--- config.mk ---
export PLATFORM = sky130hd
export DESIGN_NAME = disp_refill_sched
export DESIGN_NICKNAME = d
export VERILOG_FILES = /design/src/rtl/disp_refill_sched.sv
export SDC_FILE = /design/constraint.sdc
export NUM_CORES = 1
export LEC_CHECK = 0
export CAP_MARGIN = 20
export CORE_MARGIN = 5
export CORE_UTILIZATION = 57
export DETAILED_ROUTE_END_ITERATION = 16
export HOLD_SLACK_MARGIN = 0.08
export PLACE_DENSITY = 0.95
export REMOVE_ABC_BUFFERS = 1
export SLEW_MARGIN = 20
export SYNTH_ARGS = -nofsm -noshare
export SYNTH_HDL_FRONTEND = slang
export SYNTH_SLANG_ARGS = --single-unit
--- constraint.sdc ---
create_clock -name pixel_clock -period 4.9 [get_ports pixel_clock]
set_clock_uncertainty 0.2 [all_clocks]
set_input_delay 0.49 -clock pixel_clock [delete_from_list [all_inputs] [get_ports pixel_clock]]
set_output_delay 0.49 -clock pixel_clock [all_outputs]
set_load 0.02 [all_outputs]
--- src/rtl/disp_refill_sched.sv ---
// Keeps the display read FIFO topped up from SDRAM with one burst request in flight at a time.
// It primes the FIFO after vsync and starts the screen on a frame boundary.
module disp_refill_sched #(
    parameter int ADDR_W      = 22,
    parameter int BASE_ADDR   = 0,
    parameter int FRAME_WORDS = 307200,
    parameter int BURST_LEN   = 256,
    parameter int LOW_WATER   = 512
) (
    input  logic              pixel_clock,
    input  logic              rst_n,
    input  logic              enable,
    input  logic              vsync_in,
    input  logic              visible_in,
    input  logic [9:0]        rdusedw,
    output logic              rd_req,
    output logic [ADDR_W-1:0] rd_addr,
    input  logic              rd_ack,
    output logic              wait_scrn,
    output logic              frame_done,
    output logic              underrun,
    output logic              busy
);
    localparam int AW1 = ADDR_W + 1;
    localparam logic [ADDR_W-1:0] BASE_W  = ADDR_W'(BASE_ADDR);
    localparam logic [AW1-1:0]    BURST_W = AW1'(BURST_LEN);
    localparam logic [AW1-1:0]    FRAME_W = AW1'(FRAME_WORDS);
    localparam logic [10:0]       LOW_W   = 11'(LOW_WATER);

    typedef enum logic [2:0] {S_IDLE, S_WAIT_VS, S_PRIME, S_ARMED, S_RUN} state_t;
    typedef enum logic [1:0] {H_IDLE, H_REQ, H_REL} hs_t;

    state_t            state_q, state_d;
    hs_t               hs_q, hs_d;
    logic              ack_m_q, ack_m_d, ack_s_q, ack_s_d;
    logic              vsync_dly_q, vsync_dly_d;
    logic [ADDR_W-1:0] offset_q, offset_d;
    logic [ADDR_W-1:0] rd_addr_q, rd_addr_d;
    logic              rd_req_q, rd_req_d;
    logic              wait_scrn_q, wait_scrn_d;
    logic              frame_done_q, frame_done_d;
    logic              underrun_q, underrun_d;

    logic              vs_rise;
    logic              fifo_low;
    logic              hs_active;
    logic [AW1-1:0]    offset_next;

    assign vs_rise     = vsync_in & ~vsync_dly_q;
    assign fifo_low    = {1'b0, rdusedw} < LOW_W;
    assign hs_active   = (state_q == S_PRIME) || (state_q == S_ARMED) || (state_q == S_RUN);
    // One extra bit so the wrap compare sees the true sum.
    assign offset_next = {1'b0, offset_q} + BURST_W;

    always_comb begin
        state_d      = state_q;
        hs_d         = hs_q;
        ack_m_d      = rd_ack;
        ack_s_d      = ack_m_q;
        vsync_dly_d  = vsync_in;
        offset_d     = offset_q;
        rd_addr_d    = rd_addr_q;
        rd_req_d     = rd_req_q;
        wait_scrn_d  = wait_scrn_q;
        frame_done_d = 1'b0;
        underrun_d   = underrun_q;

        // A started handshake always runs to completion; only new requests need enable.
        case (hs_q)
            H_IDLE: begin
                if (enable && hs_active && fifo_low && !ack_s_q) begin
                    rd_req_d  = 1'b1;
                    rd_addr_d = BASE_W + offset_q;
                    hs_d      = H_REQ;
                end
            end
            H_REQ: begin
                if (ack_s_q) begin
                    rd_req_d = 1'b0;
                    hs_d     = H_REL;
                    if (offset_next == FRAME_W) begin
                        offset_d     = '0;
                        frame_done_d = 1'b1;
                    end else begin
                        offset_d = offset_next[ADDR_W-1:0];
                    end
                end
            end
            H_REL: begin
                if (!ack_s_q) begin
                    hs_d = H_IDLE;
                end
            end
            default: hs_d = H_IDLE;
        endcase

        if (!enable) begin
            wait_scrn_d = 1'b0;
            if (hs_q == H_IDLE) begin
                state_d = S_IDLE;
            end
        end else begin
            case (state_q)
                S_IDLE: begin
                    state_d    = S_WAIT_VS;
                    underrun_d = 1'b0;
                end
                S_WAIT_VS: begin
                    if (vs_rise) begin
                        offset_d = '0;
                        state_d  = S_PRIME;
                    end
                end
                S_PRIME: begin
                    if (!fifo_low && hs_q == H_IDLE) begin
                        state_d = S_ARMED;
                    end
                end
                S_ARMED: begin
                    if (vs_rise) begin
                        wait_scrn_d = 1'b1;
                        state_d     = S_RUN;
                    end
                end
                S_RUN:   state_d = S_RUN;
                default: state_d = S_IDLE;
            endcase
        end

        if (state_q == S_RUN && visible_in && rdusedw == '0) begin
            underrun_d = 1'b1;
        end
    end

    always_ff @(posedge pixel_clock or negedge rst_n) begin
        if (!rst_n) begin
            state_q      <= S_IDLE;
            hs_q         <= H_IDLE;
            ack_m_q      <= 1'b0;
            ack_s_q      <= 1'b0;
            vsync_dly_q  <= 1'b0;
            offset_q     <= '0;
            rd_addr_q    <= BASE_W;
            rd_req_q     <= 1'b0;
            wait_scrn_q  <= 1'b0;
            frame_done_q <= 1'b0;
            underrun_q   <= 1'b0;
        end else begin
            state_q      <= state_d;
            hs_q         <= hs_d;
            ack_m_q      <= ack_m_d;
            ack_s_q      <= ack_s_d;
            vsync_dly_q  <= vsync_dly_d;
            offset_q     <= offset_d;
            rd_addr_q    <= rd_addr_d;
            rd_req_q     <= rd_req_d;
            wait_scrn_q  <= wait_scrn_d;
            frame_done_q <= frame_done_d;
            underrun_q   <= underrun_d;
        end
    end

    assign rd_req     = rd_req_q;
    assign rd_addr    = rd_addr_q;
    assign wait_scrn  = wait_scrn_q;
    assign frame_done = frame_done_q;
    assign underrun   = underrun_q;
    assign busy       = (state_q != S_IDLE);

endmodule
==> results.cfg <==
[worst_setup_path]
required_ns = 4.90
cp.arrival_ns = 2.56
path_max_fanout = 10
startpoint_type = flop
crit_type = flop to flop
setup.worst_path.end_class = flop
cp-startpoint = offset_q[8]
timing.rr.start = offset_q[8]

[grt]
use_met2 = 0.304
grt_max_degree = 57
first_global_vias = 1980
grt_pass1_wl_um = 9220
gr-usage-met3 = 0.0329
grtUsageTotal = 0.186
antenna_found_initial = 0
top_usage_layer = met2
met1_usage = 0.243
grt_overflow = 0

[floorplanning]
ioPinCount = 43
fp.dieArea_um2 = 6250
fp.dieW_um = 79.1
start_util = 0.580
coreArea_um2 = 4690
die_h_um = 79.1
rows = 25

[synthesis]
syn_area_um2 = 2720
async_flop_share = 1.00
yosysSeqAreaShare = 0.515
avgSynthCellArea_um2 = 11.1
ys_seq_elements = 56
synth_edf_count = 0
syn_inst = 246
yosys_warnings = 0
ys.flop_type = dfrtp_1
synth_cell_types = 56

[place]
dpl_worst_slack_ns = 1.78
place_congestion = 0.870
dpl.hpwl_um = 3860
io_buffers = 42

[power_and_ir_drop]
peakVddDrop_mv = 0.336
swShare = 0.361
power_frac_comb = 0.334
seqPwrFrac = 0.488
p_leak_uw = 0.00142
power_density_nw_per_um2 = 448
p_int_uw = 927
p_sw_uw = 524
clockPowerShare = 0.178

[timing]
fin_crit_ns = 2.56
hold_violations = 0
rsz0062_at_grt = no
slew_headroom = 0.538
max_freq_mhz = 390
drv_slew = 0
tightest_slew_ns = 0.693
setup_tns_ns = 0
setup_ws_ns = 2.34
post-route-period-util = 0.523
setup_viol = 0

[cts]
path_clk_slew_ns = 0.09
cts_setup_buffers = 0
clock_path_buffers = 2
root_buffer = clkbuf_8
h-tree-depth = 2
clock_latency_ns = 0.31
cts.repair.resized = 0
cts_hold_buf = 0
cts-buffers-inserted = 5
cts.sinks = 56
cts_tree = yes

[final_layout]
layout_common_cells = dfrtp_1, clkdlybuf4s50_1, nor2_1
fin_nets = 302
layout_commonest_cell = dfrtp_1
drive_above_1_share = 0.161
areaGrowthSynthToFinish_pct = 18.9
antenna_cells = 0

[flow_run]
drv_cap = 0

[route]
ant_nets = 0
remaining_drc_errors = 0
viasPerCell = 5.87
drtPass1Iterations = 4
dr_total_vias = 1990
routed_wl_um = 5480
drtIter0Drc = 130
wl_per_cell_um = 16.2

[hold_path]
hold_class = input pin to async pin

[status]
status = completed
==> logic make-up (layout without fill, tap and decap cells) <==
| group | after synthesis | count (layout) | synth area share |
|---|---|---|---|
| XOR/XNOR | 14 | 14 | 0.0478 |
| buffers and inverters | 16 | 55 | 0.0396 |
| adder cells (fa/ha/maj) | 2 | 2 | 0.00920 |
| multiplexers | 23 | 23 | 0.0948 |
| flip-flops | 56 | 56 | 0.515 |
| AND/OR/NAND/NOR | 102 | 102 | 0.207 |
| AO/OA/AOI/OAI | 33 | 33 | 0.0860 |
==> power groups by stage <==
stage	Sequential (uW)	Clock [uW]	Combinational, uW
floorplan	747	0	234
global placement	708	0	468
detailed placement	716	0	486
CTS	707	263	488
global route	728	285	527
finish	708	258	485
==> synthesized netlist by cell type, drive strengths merged, types with 2 or more instances <==
master / n / area share
dfrtp: 56 / 0.52
nor2: 23 / 0.033
mux2: 22 / 0.091
nand2: 20 / 0.028
nand3: 16 / 0.031
a21oi: 10 / 0.020
and2: 9 / 0.021
buf: 8 / 0.021
nor3: 7 / 0.015
xnor2: 7 / 0.025
xor2: 7 / 0.023
clkbuf: 6 / 0.016
nand4: 6 / 0.018
nand2b: 5 / 0.011
o21ai: 5 / 0.0092
nor4: 4 / 0.011
nor4b: 3 / 0.014
a211oi: 2 / 0.0074
a21o: 2 / 0.0055
a31oi: 2 / 0.0046
a41o: 2 / 0.0074
and3: 2 / 0.0051
and4: 2 / 0.0074
ha: 2 / 0.0092
inv: 2 / 0.0028
o211ai: 2 / 0.0055
==> layer usage <==
| metal | part of all wire | up-vias |
|---|---|---|
| met5 | 0 | - |
| met4 | 0.022 | 0 |
| met3 | 0.042 | 12 |
| met2 | 0.49 | 47 |
| met1 | 0.45 | 989 |
| li1 | - | 942 |
==> per-stage QoR <==
step                      instances   util  instance area (um^2)  power [uW]  hold slack [ns]
after floorplan                 232      -                  2620         981         -0.00559
after global placement          330  0.666                  3130        1180            0.136
after global routing            339  0.689                  3230        1540            0.172
after CTS                       338  0.686                  3220        1460            0.132
after detailed placement        330  0.666                  3130        1200            0.137
final                           339  0.689                  3230        1450           0.0884
==> final timing paths <==
check	end	slack, ns	cells after the start
max in group asynchronous	frame_done	3.94	2
min	rd_addr[8]	0.09	2
min reg2reg	ack_s_q	0.15	0
min in group pixel_clock	ack_s_q	0.15	0
max	offset_q[9]	2.34	8
max reg2reg	offset_q[9]	2.34	8
==> layout make-up <==
class,instances,area (um^2)
multi-input cells,174,1220
fillers,343,1460
flip-flops and latches,56,1400
well taps,54,67.6
repair buffers,45,445
clock buffers,7,86.3
inverters,2,7.51
clock inverters,1,7.51
==> state kept, by name, summed over array words and instances, names as in the netlist <==
register and cells:
ack_s_q 1, rd_addr 22, ack_m_q 1, wait_scrn 1, offset_q 22, underrun 1
state_q 3, hs_q 2, vsync_dly_q 1, rd_req 1, frame_done 1
==> critical path, stage by stage (launching register included) <==
cell     delay [ns]
dfrtp_1        0.56
ha_1           0.32
xnor2_2        0.15
nor4b_2        0.22
nand4_1        0.14
nor4b_2        0.37
nand4_2        0.25
nand3_1        0.17
a21oi_2        0.07
(Power assumes the default switching activity.)
==> RTL change 1: new RTL, same flow settings <==
Set the parameter `ADDR_W` to 11 (it was 22).
--- a/src/rtl/disp_refill_sched.sv
+++ b/src/rtl/disp_refill_sched.sv
@@ -2,5 +2,5 @@
 // It primes the FIFO after vsync and starts the screen on a frame boundary.
 module disp_refill_sched #(
-    parameter int ADDR_W      = 22,
+    parameter int ADDR_W      = 11,
     parameter int BASE_ADDR   = 0,
     parameter int FRAME_WORDS = 307200,
Ports: changed (resized rd_addr); port bits go from 43 to 32. The function was not compared with the original's and may differ.
==> RTL change 1 against the unedited design <==
Critical path type is now register to primary output. Wire length is 44% lower. Cell count is 47% lower. Total power is 53% lower. Sequential cell count is 22 lower. Largest cell class unchanged. Synthesized area is 45% lower. Setup slack better by 0.042 ns. Cell area is 41% lower.
==> RTL change 1: results (changes against the unedited design) <==
The run finished with clean final reports. The tools report the first-pass GRT wire length as 5260 µm (was 9220 µm). The post-synthesis share of cell area spent on full adders, half adders and majority gates came out at 1.68% (was 0.920%). The run gives 1630 µm (was 2690 µm) as the total length of routed met2 wires. The maximum vdd drop was 328 µV (was 336 µV). Worst hold-check slack: 0.158 ns (was 0.0884 ns).

The amount of wire on met3 after detailed routing was 159 µm (was 231 µm). For the count of different cell masters after synthesis, the log shows 37 (was 56). Fraction of layout instances using a drive strength above 1: 17.9% (was 16.1%).

The tools report the capture point of the worst reg-to-reg path as rd_addr[4]$_DFFE_PN0P_ (was offset_q[9]$_DFF_PN0_). Post-synthesis cell count: 114 (was 246). Sequential share of power: 49.8% (was 48.8%).

The maximum fanout along the worst path was 9 (was 10). The logs give 23.8% (was 24.3%) for the global routing met1 resource utilization and 33.5% (was 30.4%) for the routing usage on met2. The endpoint kind of the worst setup timing path is a primary output (was a register). The met3 usage in global routing was 5.03% (was 3.29%). The length in cells of the worst reg-to-reg path is 3 (was 8), and the top-area cell type share of the netlist area is 57.3% (was 51.5%). Compound-gate portion of the synthesized area: 6.15% (was 8.60%).

Biggest area contributors in the synthesized netlist: sky130_fd_sc_hd__dfrtp_1 (57%), sky130_fd_sc_hd__mux2_4 (8.1%), sky130_fd_sc_hd__and2_1 (3.8%) (was sky130_fd_sc_hd__dfrtp_1 (52%), sky130_fd_sc_hd__mux2_2 (8.7%), sky130_fd_sc_hd__nor2_1 (3.0%)). The number of standard cells in the layout, taps in and fillers out was 181 (was 339); the worst relative slew slack was 72.0% (was 53.8%). The initial detailed-routing violation count came out at 23 (was 130). The share of synthesized area spent on multiplexers came out at 11.0% (was 9.48%). The run gives 174 (was 330) as the number of cells after detailed placement. The xor and xnor fraction of the mapped netlist area was 2.36% (was 4.78%); the fraction of power consumed by the clock network was 30.2% (was 17.8%).

Most numerous cell types in the synthesized netlist: sky130_fd_sc_hd__dfrtp_1 (34), sky130_fd_sc_hd__and2_1 (9), sky130_fd_sc_hd__nor2_1 (9) (was sky130_fd_sc_hd__dfrtp_1 (56), sky130_fd_sc_hd__nor2_1 (22), sky130_fd_sc_hd__mux2_2 (21)). The tools report the buffer cell driving the clock tree root as sky130_fd_sc_hd__clkbuf_4 (was sky130_fd_sc_hd__clkbuf_8). The leakage power is 0.884 nW (was 1.42 nW), and the largest net degree at the start of global routing is 35 (was 57).

Arrival time at the worst endpoint: 1.83 ns (was 2.56 ns). The logs give 206 µW (was 258 µW) for the clock group power and 1210 µm (was 2440 µm) for the met1 routed wirelength after detailed routing. The final period demand of the worst path is 2.52 ns (was 2.56 ns).

The post-synthesis sequential area ratio is 57.3% (was 51.5%). The timing endpoint of the critical path was busy (was offset_q[9]$_DFF_PN0_). The total number of vias is 1009 (was 1990). Class of the most critical setup path: register to primary output (was register to register). The final RePlAce weighted congestion was 0.864 (was 0.870); the estimated wirelength of the detail-placed design was 2310 µm (was 3860 µm). The routed length per instance works out to 17.0 µm (was 16.2 µm).
==> RTL change 1: changes by cell type after synthesis, sizes merged, moves of 4 or more <==
cell | before | now
nand2 | 20 | 5
buf | 8 | 2
nand4 | 6 | 1
mux2 | 22 | 11
clkbuf | 6 | 0
nor2 | 23 | 9
xor2 | 7 | 3
dfrtp | 56 | 34
xnor2 | 7 | 1
a21oi | 10 | 2
nand2b | 5 | 1
nand3 | 16 | 1
==> RTL change 1: worst max-delay path: stages, from the launching register on <==
cell	delay, ns
sky130_fd_sc_hd__dfrtp_1	0.49
sky130_fd_sc_hd__or3_2	0.48
sky130_fd_sc_hd__clkdlybuf4s50_1	0.55
==> RTL change 1: final cells by class <==
class | instances | area (µm²)
inverter | 2 | 7.51
timing repair buffer | 32 | 318
sequential | 34 | 851
clock buffer | 6 | 51.3
multi-input combinational | 76 | 602
clock inverter | 1 | 30.0
tap | 30 | 37.5
fill | 163 | 581
==> RTL change 2: new RTL, same flow settings <==
Without the edit above. Put one more register stage on the output `underrun`, with the module's reset. The value now appears one clock later. The other outputs are not delayed to match.
--- a/src/rtl/disp_refill_sched.sv
+++ b/src/rtl/disp_refill_sched.sv
@@ -165,5 +165,11 @@
     assign wait_scrn  = wait_scrn_q;
     assign frame_done = frame_done_q;
-    assign underrun   = underrun_q;
+    always_ff @(posedge pixel_clock or negedge rst_n) begin
+        if (!rst_n) begin
+            underrun <= '0;
+        end else begin
+            underrun <= underrun_q;
+        end
+    end
     assign busy       = (state_q != S_IDLE);
 
Behaviour: not the same (Yosys sat finds a counterexample within 10 cycles, from zero or initial values and one cycle with rst_n low).
==> RTL change 2 against the unedited design <==
Global-route usage grew 1.7 points. Synthesized area increased by 0.92%. Largest cell class unchanged. Total power rose by 13%. Sequential cell count increased by 1. Via count increased by 2.6%. Count of clock-buffer cells in the layout grew 5. Combinational power is 1% higher. Cell area is 3.8% higher. Maximum frequency increased by 2.4%. Wire length is 4.1% higher. Setup slack improved by 0.061 ns.
==> RTL change 2: results (changes against the unedited design) <==
The run gives 2.49 ns (was 2.56 ns) as the arrival time at the worst endpoint. The post-synthesis share of cell area spent on full adders, half adders and majority gates is 0.912% (was 0.920%), and the combinational-cell power consumption is 490 µW (was 485 µW). The run gives 423 µV (was 336 µV) as the maximum vdd drop. Most numerous cell types in the synthesized netlist: sky130_fd_sc_hd__dfrtp_1 (57), sky130_fd_sc_hd__nor2_1 (22), sky130_fd_sc_hd__mux2_2 (21) (was sky130_fd_sc_hd__dfrtp_1 (56), sky130_fd_sc_hd__nor2_1 (22), sky130_fd_sc_hd__mux2_2 (21)).

The run gives 247 (was 246) as the post-synthesis cell count. The logs give 0.00122 mm² (about the same) for the area of the multi-input gates and 12 (was 7) for the number of clock buffers in the layout. Routing usage on met2: 32.1% (was 30.4%). The tools report the first-pass GRT wire length as 9720 µm (was 9220 µm).

The net switching share of the total power is 34.3% (was 36.1%), and the met3 usage in global routing is 6.77% (was 3.29%). The tools report the number of global-route vias before repair as 2035 (was 1980). The fraction of area in registers was 42.5% (was 43.3%).

The tools report the timing endpoint of the critical path as offset_q[9]$_DFF_PN0_ (unchanged). The logs give 57 (was 56) for the number of clock sinks and 52.0% (was 51.5%) for the post-synthesis sequential area ratio. The clock latency at the later pin of the worst-skew pair was 0.33 ns (was 0.31 ns); the power drawn by the sequential cells was 721 µW (was 708 µW). Biggest area contributors in the synthesized netlist: sky130_fd_sc_hd__dfrtp_1 (52%), sky130_fd_sc_hd__mux2_2 (8.6%), sky130_fd_sc_hd__nor2_1 (3.0%) (was sky130_fd_sc_hd__dfrtp_1 (52%), sky130_fd_sc_hd__mux2_2 (8.7%), sky130_fd_sc_hd__nor2_1 (3.0%)).

The total number of vias was 2041 (was 1990); the clock-cell share of area was 5.81% (was 2.90%). The H-tree level count was 3 (was 2). For the amount of wire on met3 after detailed routing, the log shows 356 µm (was 231 µm). The tools report the largest net degree at the start of global routing as 58 (was 57). The flow ran to the end, and the final reports show no timing, DRC or antenna violations. The final net count was 306 (was 302); the share of synthesized area spent on multiplexers was 9.39% (was 9.48%). Fraction of layout instances using a drive strength above 1: 18.2% (was 16.1%).

The routed length per instance is 16.5 µm (was 16.2 µm), and the total length of routed met2 wires is 2800 µm (was 2690 µm). The logs give 1.49 nW (was 1.42 nW) for the leakage power and 356 (was 343) for the number of filler cells placed in the layout. The initial detailed-routing violation count is 149 (was 130), and the maximum single-stage delay on the critical path is 0.54 ns (was 0.56 ns). Final-layout non-clock buffer area share: 13.0% (was 13.8%).

The final RePlAce weighted congestion came out at 0.820 (was 0.870). The detailed-route vias per instance is 5.90 (was 5.87), and the estimated wirelength of the detail-placed design is 3820 µm (was 3860 µm). The global-route total usage across every layer came out at 20.3% (was 18.6%). The CTS clock-pin slew for the worst setup and hold paths is 0.06 ns (was 0.09 ns), and the post-placement worst setup slack is 1.79 ns (was 1.78 ns). The compound-gate portion of the synthesized area works out to 8.52% (was 8.60%). The power per cell area is 489 mW/mm² (was 448 mW/mm²), and the met1 routed wirelength after detailed routing is 2470 µm (was 2440 µm).
-- RTL change 2: cell count changes after synthesis --
cell / before / now
sky130_fd_sc_hd__dfrtp_1: 56 / 57
-- RTL change 2: metrics by stage --
step	area [µm²]	hold WS, ns	utilization (%)
2_1_floorplan	2650	-0.00559	-
6_report	3360	0.0736	71.6
3_3_place_gp	3150	0.138	67.1
5_1_grt	3360	0.138	71.6
3_5_place_dp	3150	0.141	67.1
4_1_cts	3340	0.105	71.3
-- RTL change 2: how the worst min path moves through the flow --
stage                         endpoint  depth (start not counted)  slack, ns
6_report       rd_addr[12]$_DFFE_PN0P_                          2       0.07
5_1_grt        rd_addr[12]$_DFFE_PN0P_                          2       0.14
4_1_cts        rd_addr[11]$_DFFE_PN0P_                          2       0.10
3_5_place_dp         ack_s_q$_DFF_PN0_                          0       0.14
3_3_place_gp         ack_s_q$_DFF_PN0_                          0       0.14
2_1_floorplan        ack_m_q$_DFF_PN0_                          0     -0.006
